--- config.mk ---
export PLATFORM = sky130hd
export DESIGN_NAME = nco_seq_ctrl_flat
export DESIGN_NICKNAME = d
export VERILOG_FILES = /design/src/rtl/nco_seq_ctrl_if.sv /design/src/rtl/nco_seq_ctrl.sv /design/src/flat_wrapper.sv
export SDC_FILE = /design/constraint.sdc
export NUM_CORES = 1
export LEC_CHECK = 0
export ABC_AREA = 1
export CAP_MARGIN = 20
export CELL_PAD_IN_SITES_DETAIL_PLACEMENT = 1
export CELL_PAD_IN_SITES_GLOBAL_PLACEMENT = 1
export CORE_MARGIN = 5
export CORE_UTILIZATION = 30
export CTS_CLUSTER_DIAMETER = 120
export DETAILED_ROUTE_END_ITERATION = 16
export PLACE_DENSITY = 0.63
export SYNTH_ARGS = -nofsm -noshare
export SYNTH_HDL_FRONTEND = slang
export SYNTH_SLANG_ARGS = --single-unit
--- constraint.sdc ---
create_clock -name clk_50MHz -period 3 [get_ports clk_50MHz]
set_input_delay 0.6 -clock clk_50MHz [delete_from_list [all_inputs] [get_ports clk_50MHz]]
set_output_delay 0.6 -clock clk_50MHz [all_outputs]
set_load 0.005 [all_outputs]
--- src/rtl/nco_seq_ctrl_if.sv ---
// nco_seq_ctrl_if: config/control and status bundle between UI logic and the NCO sequencer
interface nco_seq_ctrl_if #(
    parameter int ACC_W   = 32,
    parameter int ADDR_W  = 5,
    parameter int DWELL_W = 16
);
    logic               start;
    logic               stop;
    logic [3:0]         wave_sel;
    logic [ACC_W-1:0]   tuning_word;
    logic [DWELL_W-1:0] dwell_cycles;
    logic               auto_cycle;
    logic [3:0]         signal_out;
    logic [2:0]         state_out;
    logic [ADDR_W-1:0]  lut_addr;
    logic               sample_en;
    logic               busy;
    logic               done;
    logic               err;

    modport master (
        output start, stop, wave_sel, tuning_word, dwell_cycles, auto_cycle,
        input  signal_out, state_out, lut_addr, sample_en, busy, done, err
    );

    modport slave (
        input  start, stop, wave_sel, tuning_word, dwell_cycles, auto_cycle,
        output signal_out, state_out, lut_addr, sample_en, busy, done, err
    );
endinterface

--- src/rtl/nco_seq_ctrl.sv ---
// nco_seq_ctrl: sequencer for the LUT wave generator; latches config, runs the phase
// accumulator, counts periods and stops or steps to the next waveform.
module nco_seq_ctrl #(
    parameter int ACC_W     = 32,
    parameter int ADDR_W    = 5,
    parameter int DWELL_W   = 16,
    parameter int NUM_WAVES = 6
) (
    input logic           clk_50MHz,
    input logic           rst_n,
    nco_seq_ctrl_if.slave bus
);
    typedef enum logic [2:0] {
        S_IDLE = 3'd0,
        S_LOAD = 3'd1,
        S_ARM  = 3'd2,
        S_RUN  = 3'd5,
        S_DONE = 3'd6
    } state_t;

    localparam logic [3:0] WAVE_MAX = 4'(NUM_WAVES);

    state_t             r_state;
    state_t             w_state_nxt;
    logic [3:0]         r_wave;
    logic [3:0]         r_sig;
    logic [ACC_W-1:0]   r_tw;
    logic [ACC_W-1:0]   r_acc;
    logic [DWELL_W-1:0] r_dwell;
    logic [DWELL_W-1:0] r_cnt;
    logic               r_auto;
    logic               r_se;
    logic               r_err;
    logic [ACC_W:0]     w_acc_sum;
    logic [DWELL_W-1:0] w_cnt_inc;
    logic [3:0]         w_next_code;
    logic               w_carry;
    logic               w_end;
    logic               w_valid;
    logic               w_accept;

    assign w_acc_sum   = {1'b0, r_acc} + {1'b0, r_tw};
    assign w_carry     = w_acc_sum[ACC_W];
    assign w_cnt_inc   = (r_cnt == '1) ? r_cnt : r_cnt + 1'b1;
    assign w_end       = w_carry && (r_dwell != '0) && (w_cnt_inc == r_dwell);
    assign w_next_code = (r_wave == WAVE_MAX) ? 4'd1 : r_wave + 4'd1;
    assign w_valid     = (bus.wave_sel != 4'd0) && (bus.wave_sel <= WAVE_MAX) && (bus.tuning_word != '0);
    assign w_accept    = (r_state == S_IDLE) && bus.start && !bus.stop && w_valid;

    always_comb begin
        w_state_nxt = S_IDLE;
        case (r_state)
            S_IDLE:  w_state_nxt = w_accept ? S_LOAD : S_IDLE;
            S_LOAD:  w_state_nxt = S_ARM;
            S_ARM:   w_state_nxt = S_RUN;
            S_RUN:   w_state_nxt = w_end ? (r_auto ? S_LOAD : S_DONE) : S_RUN;
            default: w_state_nxt = S_IDLE;
        endcase
        if (bus.stop) w_state_nxt = S_IDLE;
    end

    always_ff @(posedge clk_50MHz or negedge rst_n) begin
        if (!rst_n) begin
            r_state <= S_IDLE;
            r_wave  <= '0;
            r_sig   <= '0;
            r_tw    <= '0;
            r_acc   <= '0;
            r_dwell <= '0;
            r_cnt   <= '0;
            r_auto  <= 1'b0;
            r_se    <= 1'b0;
            r_err   <= 1'b0;
        end else begin
            r_state <= w_state_nxt;
            r_err   <= (r_state == S_IDLE) && bus.start && !bus.stop && !w_valid;
            // registered strobe, high together with each new lut_addr value
            r_se    <= !bus.stop && (r_state == S_RUN) &&
                       (w_acc_sum[ACC_W-1 -: ADDR_W] != r_acc[ACC_W-1 -: ADDR_W]);
            if (bus.stop) begin
                r_acc <= '0;
                r_cnt <= '0;
            end else if (w_accept) begin
                r_wave  <= bus.wave_sel;
                r_tw    <= bus.tuning_word;
                r_dwell <= bus.dwell_cycles;
                r_auto  <= bus.auto_cycle;
            end else if (r_state == S_LOAD) begin
                r_sig <= r_wave;
                r_acc <= '0;
                r_cnt <= '0;
            end else if (r_state == S_RUN) begin
                r_acc <= w_acc_sum[ACC_W-1:0];
                if (w_carry) r_cnt <= w_cnt_inc;
                if (w_end && r_auto) r_wave <= w_next_code;
            end
        end
    end

    assign bus.signal_out = r_sig;
    assign bus.state_out  = r_state;
    assign bus.lut_addr   = r_acc[ACC_W-1 -: ADDR_W];
    assign bus.sample_en  = r_se;
    assign bus.busy       = (r_state == S_LOAD) || (r_state == S_ARM) || (r_state == S_RUN);
    assign bus.done       = (r_state == S_DONE);
    assign bus.err        = r_err;
endmodule

--- src/flat_wrapper.sv ---
// flat-port wrapper written by rule: the top's interface ports become plain ports
module nco_seq_ctrl_flat 
#(
    parameter int ACC_W     = 32,
    parameter int ADDR_W    = 5,
    parameter int DWELL_W   = 16,
    parameter int NUM_WAVES = 6
)
  (clk_50MHz, rst_n, bus_start, bus_stop, bus_wave_sel, bus_tuning_word, bus_dwell_cycles, bus_auto_cycle, bus_signal_out, bus_state_out, bus_lut_addr, bus_sample_en, bus_busy, bus_done, bus_err);
  nco_seq_ctrl_if #(.ACC_W(ACC_W), .ADDR_W(ADDR_W), .DWELL_W(DWELL_W)) bus_i ();
  input logic clk_50MHz;
  input logic rst_n;
  input wire logic [$bits(bus_i.start)-1:0] bus_start;
  input wire logic [$bits(bus_i.stop)-1:0] bus_stop;
  input wire logic [$bits(bus_i.wave_sel)-1:0] bus_wave_sel;
  input wire logic [$bits(bus_i.tuning_word)-1:0] bus_tuning_word;
  input wire logic [$bits(bus_i.dwell_cycles)-1:0] bus_dwell_cycles;
  input wire logic [$bits(bus_i.auto_cycle)-1:0] bus_auto_cycle;
  output wire logic [$bits(bus_i.signal_out)-1:0] bus_signal_out;
  output wire logic [$bits(bus_i.state_out)-1:0] bus_state_out;
  output wire logic [$bits(bus_i.lut_addr)-1:0] bus_lut_addr;
  output wire logic [$bits(bus_i.sample_en)-1:0] bus_sample_en;
  output wire logic [$bits(bus_i.busy)-1:0] bus_busy;
  output wire logic [$bits(bus_i.done)-1:0] bus_done;
  output wire logic [$bits(bus_i.err)-1:0] bus_err;
  assign bus_i.start = bus_start;
  assign bus_i.stop = bus_stop;
  assign bus_i.wave_sel = bus_wave_sel;
  assign bus_i.tuning_word = bus_tuning_word;
  assign bus_i.dwell_cycles = bus_dwell_cycles;
  assign bus_i.auto_cycle = bus_auto_cycle;
  assign bus_signal_out = bus_i.signal_out;
  assign bus_state_out = bus_i.state_out;
  assign bus_lut_addr = bus_i.lut_addr;
  assign bus_sample_en = bus_i.sample_en;
  assign bus_busy = bus_i.busy;
  assign bus_done = bus_i.done;
  assign bus_err = bus_i.err;
  nco_seq_ctrl #(.ACC_W(ACC_W), .ADDR_W(ADDR_W), .DWELL_W(DWELL_W), .NUM_WAVES(NUM_WAVES)) u_core (.clk_50MHz(clk_50MHz), .rst_n(rst_n), .bus(bus_i));
endmodule
### After elaboration in Yosys (flattened, before gate mapping)

Cells that the tools add are included.

* input port bits: 57
* register bits: 110
* bits in latches: 0
* memory bits (read-only): 0
* output and inout port bits: 16
* memory bits (writable): 0
* memories: 0
* word-level logic and storage cells: 74

* reductions and logical operators: 28
* mux-type cells: 20
* $mul: 0
* equality and inequality tests: 10
* $lt $le $gt $ge: 1
* shift operators: 0
* bitwise gates (word level): 2
* div/mod/pow operators: 0
* add/subtract/negate cells: 3

Operator list (number)
* 32-bit two-way mux: 4
* 16-bit two-way mux: 6
* 32-bit by 32-bit adder with 33-bit output: 1
* 32-bit nonzero test: 1
* 4-bit two-way mux: 5
* 16-bit by 1-bit adder with 16-bit output (second input constant): 1
* 16-bit equality test: 1
* 16-bit equality test (second input constant): 1
* 16-bit nonzero test: 1
* 3-bit one-hot mux with 4 select lines: 1
* 1-bit logical AND: 11
* 3-bit two-way mux: 3
* 3-bit equality test (second input constant): 2
* 3-bit AND reduction: 2
* 3-bit nonzero test: 2
* 5-bit != test: 1
* 4-bit by 1-bit adder with 4-bit output (second input constant): 1
* 4-bit by 3-bit equality test with 1-bit output (second input constant): 1
* 4-bit by 3-bit <= comparator with 1-bit output (second input constant): 1
* 2-bit AND reduction: 2
* 4-bit AND reduction: 1
* 2-bit nonzero test: 2
* 4-bit nonzero test: 1
* 3-bit by 1-bit equality test with 1-bit output (second input constant): 1
* other kinds (8): 11

### Depth between registers and ports, before layout

* depth after elaboration: 9
* gate-level depth with buffers: 19
* mapped depth without buffers: 19

### Least setup slack after synthesis

No wires, ideal clock.

* path type: register -> register
* start: register u_core.r_acc[0]
* end: register u_core.r_wave[2]
* stages on the path, launching flop included: 18
* required time: 2883 ps
* buffers on the path: 0
* setup slack: 711 ps
* clock period less this slack: 2289 ps
* library setup time: 117 ps
* data arrival time: 2172 ps
* cells stage by stage: dfrtp_1 ha_1 inv_1 fa_1 inv_1 nand2_1 o21ai_1 nand2_1 nand2_1 nand2_1 nand2_1 nand2_1 a21oi_1 nand3_2 nor2_4 nand3_4 nand3_1 nand2_1

* cells in the longest elaborated chain, start to end: 6

RTL lines
* start, declared: line nco_seq_ctrl.sv:28 `logic [ACC_W-1:0] r_acc;`
* start signal, assigned: line nco_seq_ctrl.sv:93 `r_acc <= w_acc_sum[ACC_W-1:0];`
* 32-bit by 32-bit adder with 33-bit output: line nco_seq_ctrl.sv:42 `assign w_acc_sum = {1'b0, r_acc} + {1'b0, r_tw};`
* 1-bit logical AND (2 in a row): line nco_seq_ctrl.sv:45 `assign w_end = w_carry && (r_dwell != '0) && (w_cnt_inc == r_dwell);`
* 1-bit logical AND: line nco_seq_ctrl.sv:95 `if (w_end && r_auto) r_wave <= w_next_code;`
* 2-bit nonzero test (no line)
* 4-bit AND reduction (no line)
* end signal, assigned: line nco_seq_ctrl.sv:84 `r_wave <= bus.wave_sel;`
* end signal, assigned: line nco_seq_ctrl.sv:95
* end, declared: line nco_seq_ctrl.sv:25 `logic [3:0] r_wave;`

No other way between the ends.
A chain may end at the register's enable or synchronous reset.

### Final worst setup path

* start: input port bus_tuning_word[2]
* end: register u_core.r_dwell[1]

* cells in the longest elaborated chain, start to end: 4

RTL lines
* start, declared: line flat_wrapper.sv:16 `input wire logic [$bits(bus_i.tuning_word)-1:0] bus_tuning_word;`
* 32-bit nonzero test: line nco_seq_ctrl.sv:47 `assign w_valid = (bus.wave_sel != 4'd0) && (bus.wave_sel <= WAVE_MAX) && (bus.tuning_word != '0);`
* 1-bit logical AND: line nco_seq_ctrl.sv:47
* 1-bit logical AND: line nco_seq_ctrl.sv:48 `assign w_accept = (r_state == S_IDLE) && bus.start && !bus.stop && w_valid;`
* 2-bit AND reduction (no line)
* end signal, assigned: line nco_seq_ctrl.sv:86 `r_dwell <= bus.dwell_cycles;`
* end, declared: line nco_seq_ctrl.sv:29 `logic [DWELL_W-1:0] r_dwell;`

No other way between the ends.

==> impl_metrics.ini <==
[yosys]
yosys_warnings = 0
synth_area_sq_mm = 0.00717
netlist_instances = 999
synth_fp_nets = 1090
synth_top_area_share_pct = 38.4
synth_edf_count = 0
ys_types = 44
async_flop_share_pct = 100
synth_largest_area_cell = dfrtp_1
synthTopCellsByArea = dfrtp_1 38%, nand2_1 14%, inv_1 6.4%
ys_ff_latch = 110
syn_avg_cell_area_sq_um = 7.17
ys.flop_type = dfrtp_1
synth_seq_area_share_pct = 38.4

[worst_setup_path]
criticalPathCategory = in2reg
cp-end-kind = flop
crit_path_start_kind = input pin
required_ns = 3.25
slowest_delay_ns = 0.61
critical_path.max_fanout = 21
critPathArrivalTime_ns = 2.99
reg2reg_depth = 18
cpMaxStageDelayCell = nor4_1
path_cells = clkdlybuf4s50_1, inv_1, nand4_1, nor4_1, buf_4, nand3_1, nand3_4, buf_12, mux2_2

[grt]
gr-total-overflow = 0
antenna_found_initial = 0
grt_max_degree = 54
grt_pass1_wl_um = 36600
grt_use_total_pct = 17.0
grt_pass1_vias = 7014

[sta]
period_share_pct = 91.3
hold_slack_ns = 0.163
slew_headroom_pct = 60.1
timing.fmax_mhz = 365
rsz0062_at_grt = false
post-route-min-period_ns = 2.74
worst_slew_pin_slew_ns = 0.592
slew_violations = 0
skew_ns = 0.00883
setup_viol = 0
final-hold-violation-count = 0

[drt]
highest_layer = met4
vias = 6696
routed-wl-met3_um = 556
ant_nets = 0
viasPerCell = 4.80
avgRoutedWirePerCell_um = 15.9
drt-initial-drc-count = 259
dr_wl_met2_um = 10600
route.detailed.drc = 0
totalWireLength_um = 22300
wl_met1_um = 10800
drtPass1Iterations = 4

[floorplanning]
rows = 56
die_h_um = 165
die_x_um = 165
coreArea_sq_mm = 0.0235
start_util_pct = 30.5
dieArea_sq_mm = 0.0271
ios = 73

[finish]
ff_latch_area_sq_mm = 0.00275
fillers = 2902
final_cell_mix = 272 x nand2_1, 122 x inv_1, 110 x dfrtp_1
multi_input_area_sq_mm = 0.00382
post-route-util_pct = 36.7
drive_gt1_share_pct = 6.41
diodes = 0
finish.net_count = 1163
final_common_cell = nand2_1
area_growth_pct = 20.4

[run]
cap_violations = 0

[clock_tree]
htree_num_levels = 3
clock_latency_ns = 0.36
cts_hold_buf = 0
cts_root_buffer = clkbuf_16
clock_path_buffers = 2
cts_sinks = 110
cts_made_buffers = 9
post_cts_buffers = 0
cts_tree = built
path_clk_slew_ns = 0.08

[pwr]
cellPowerDensity_mw_per_mm2 = 508
power.total_uw = 4380
peakVddDrop_v = 0.000275
leakage_uw = 0.00421

[place]
dpl.hpwl_um = 17700
port_buffers = 72
place_congestion = 0.799

[run_status]
status = finished clean

[worst_hold_path]
hp-class = in2async
==> sequential cells by signal (all words and copies together), names as in the netlist <==
signal,cells
u_core.r_acc,32
u_core.r_tw,32
u_core.r_cnt,16
u_core.r_dwell,16
u_core.bus.signal_out,4
u_core.r_wave,4
u_core.bus.state_out,3
u_core.bus.err,1
u_core.bus.sample_en,1
u_core.r_auto,1
==> layer usage <==
metal | global-route usage (%) | vias to the layer above
met3 | 2.77 | 16
met4 | 3.52 | 0
li1 | - | 3431
met1 | 22.8 | 3181
met2 | 28.9 | 68
met5 | 0 | -
==> per-stage QoR <==
step	TNS, ns	instances	worst slack, ns	cell area [sq um]
finish	0	1396	0.260	8630
global placement	-0.934	1380	-0.102	8350
global route	0	1396	0.0375	8630
floorplan	0	999	0.711	7170
detailed placement	-2.30	1380	-0.160	8350
CTS	0	1396	0.155	8620
==> critical path, delay by kind of cell <==
| family | cells | cell delay [ns] |
|---|---|---|
| multiplexers | 1 | 0.35 |
| AND/OR/NAND/NOR | 4 | 1.16 |
| buffers and inverters | 4 | 0.88 |
==> synth_stat cells, drive strengths merged, types with 3 or more instances <==
master  number
inv        123
a21o         8
dfrtp      110
or2          5
nand3b       6
clkbuf      15
xor2         5
a21oi       71
o22ai        4
nand3       69
xnor2        5
mux2         9
ha          33
o31ai        8
nor3         9
nand2      279
buf         13
o21ai       96
nor4         7
nand4       19
a31oi        3
o21bai       4
nor2        87
==> timing repair <==
| item | 4_1_cts | 5_1_grt |
|---|---|---|
| setup endpoints to repair | 0 | 8 |
| resized for setup | 0 | 2 |
| hold endpoints to repair | 0 | 0 |
==> cells by family after synthesis <==
| kind of cell | synth area share, % |
|---|---|
| AND/OR/NAND/NOR | 29.2 |
| AO/OA/AOI/OAI | 15.1 |
| buffers and inverters | 8.54 |
| flip-flops | 38.4 |
| adder cells (fa/ha/maj) | 6.04 |
| XOR/XNOR | 1.22 |
| multiplexers | 1.41 |
==> power breakdown <==
part / internal [uW] / switching (uW) / total [uW]
Clock: 574 / 608 / 1180
Sequential: 1720 / 206 / 1930
Combinational: 529 / 741 / 1270
Total: 2830 / 1550 / 4380
==> final timing paths <==
| path | slack, ns | end | start |
|---|---|---|---|
| min in group clk_50MHz | 0.49 | u_core.r_acc[4]$_DFFE_PN0P_ | u_core.r_acc[4]$_DFFE_PN0P_ |
| worst min-delay path | 0.16 | u_core.r_acc[27]$_DFFE_PN0P_ | rst_n |
| max in group asynchronous | 2.05 | u_core.r_cnt[5]$_DFFE_PN0P_ | rst_n |
| worst min register to register | 0.49 | u_core.r_acc[4]$_DFFE_PN0P_ | u_core.r_acc[4]$_DFFE_PN0P_ |
| worst max register to register | 0.32 | u_core.r_wave[1]$_DFFE_PN0P_ | u_core.r_tw[0]$_DFFE_PN0P_ |
| worst max-delay path | 0.26 | u_core.r_dwell[1]$_DFFE_PN0P_ | bus_tuning_word[2] |
==> cell type report <==
class,count,share of cell area (%)
Clock inverter,4,0.363
Inverter,124,5.41
Timing Repair Buffer,90,10.6
Sequential cell,110,31.9
Tap cell,319,4.63
Clock buffer,12,2.74
Multi-Input combinational cell,737,44.3
No activity file was read; power rests on OpenSTA's default activity.
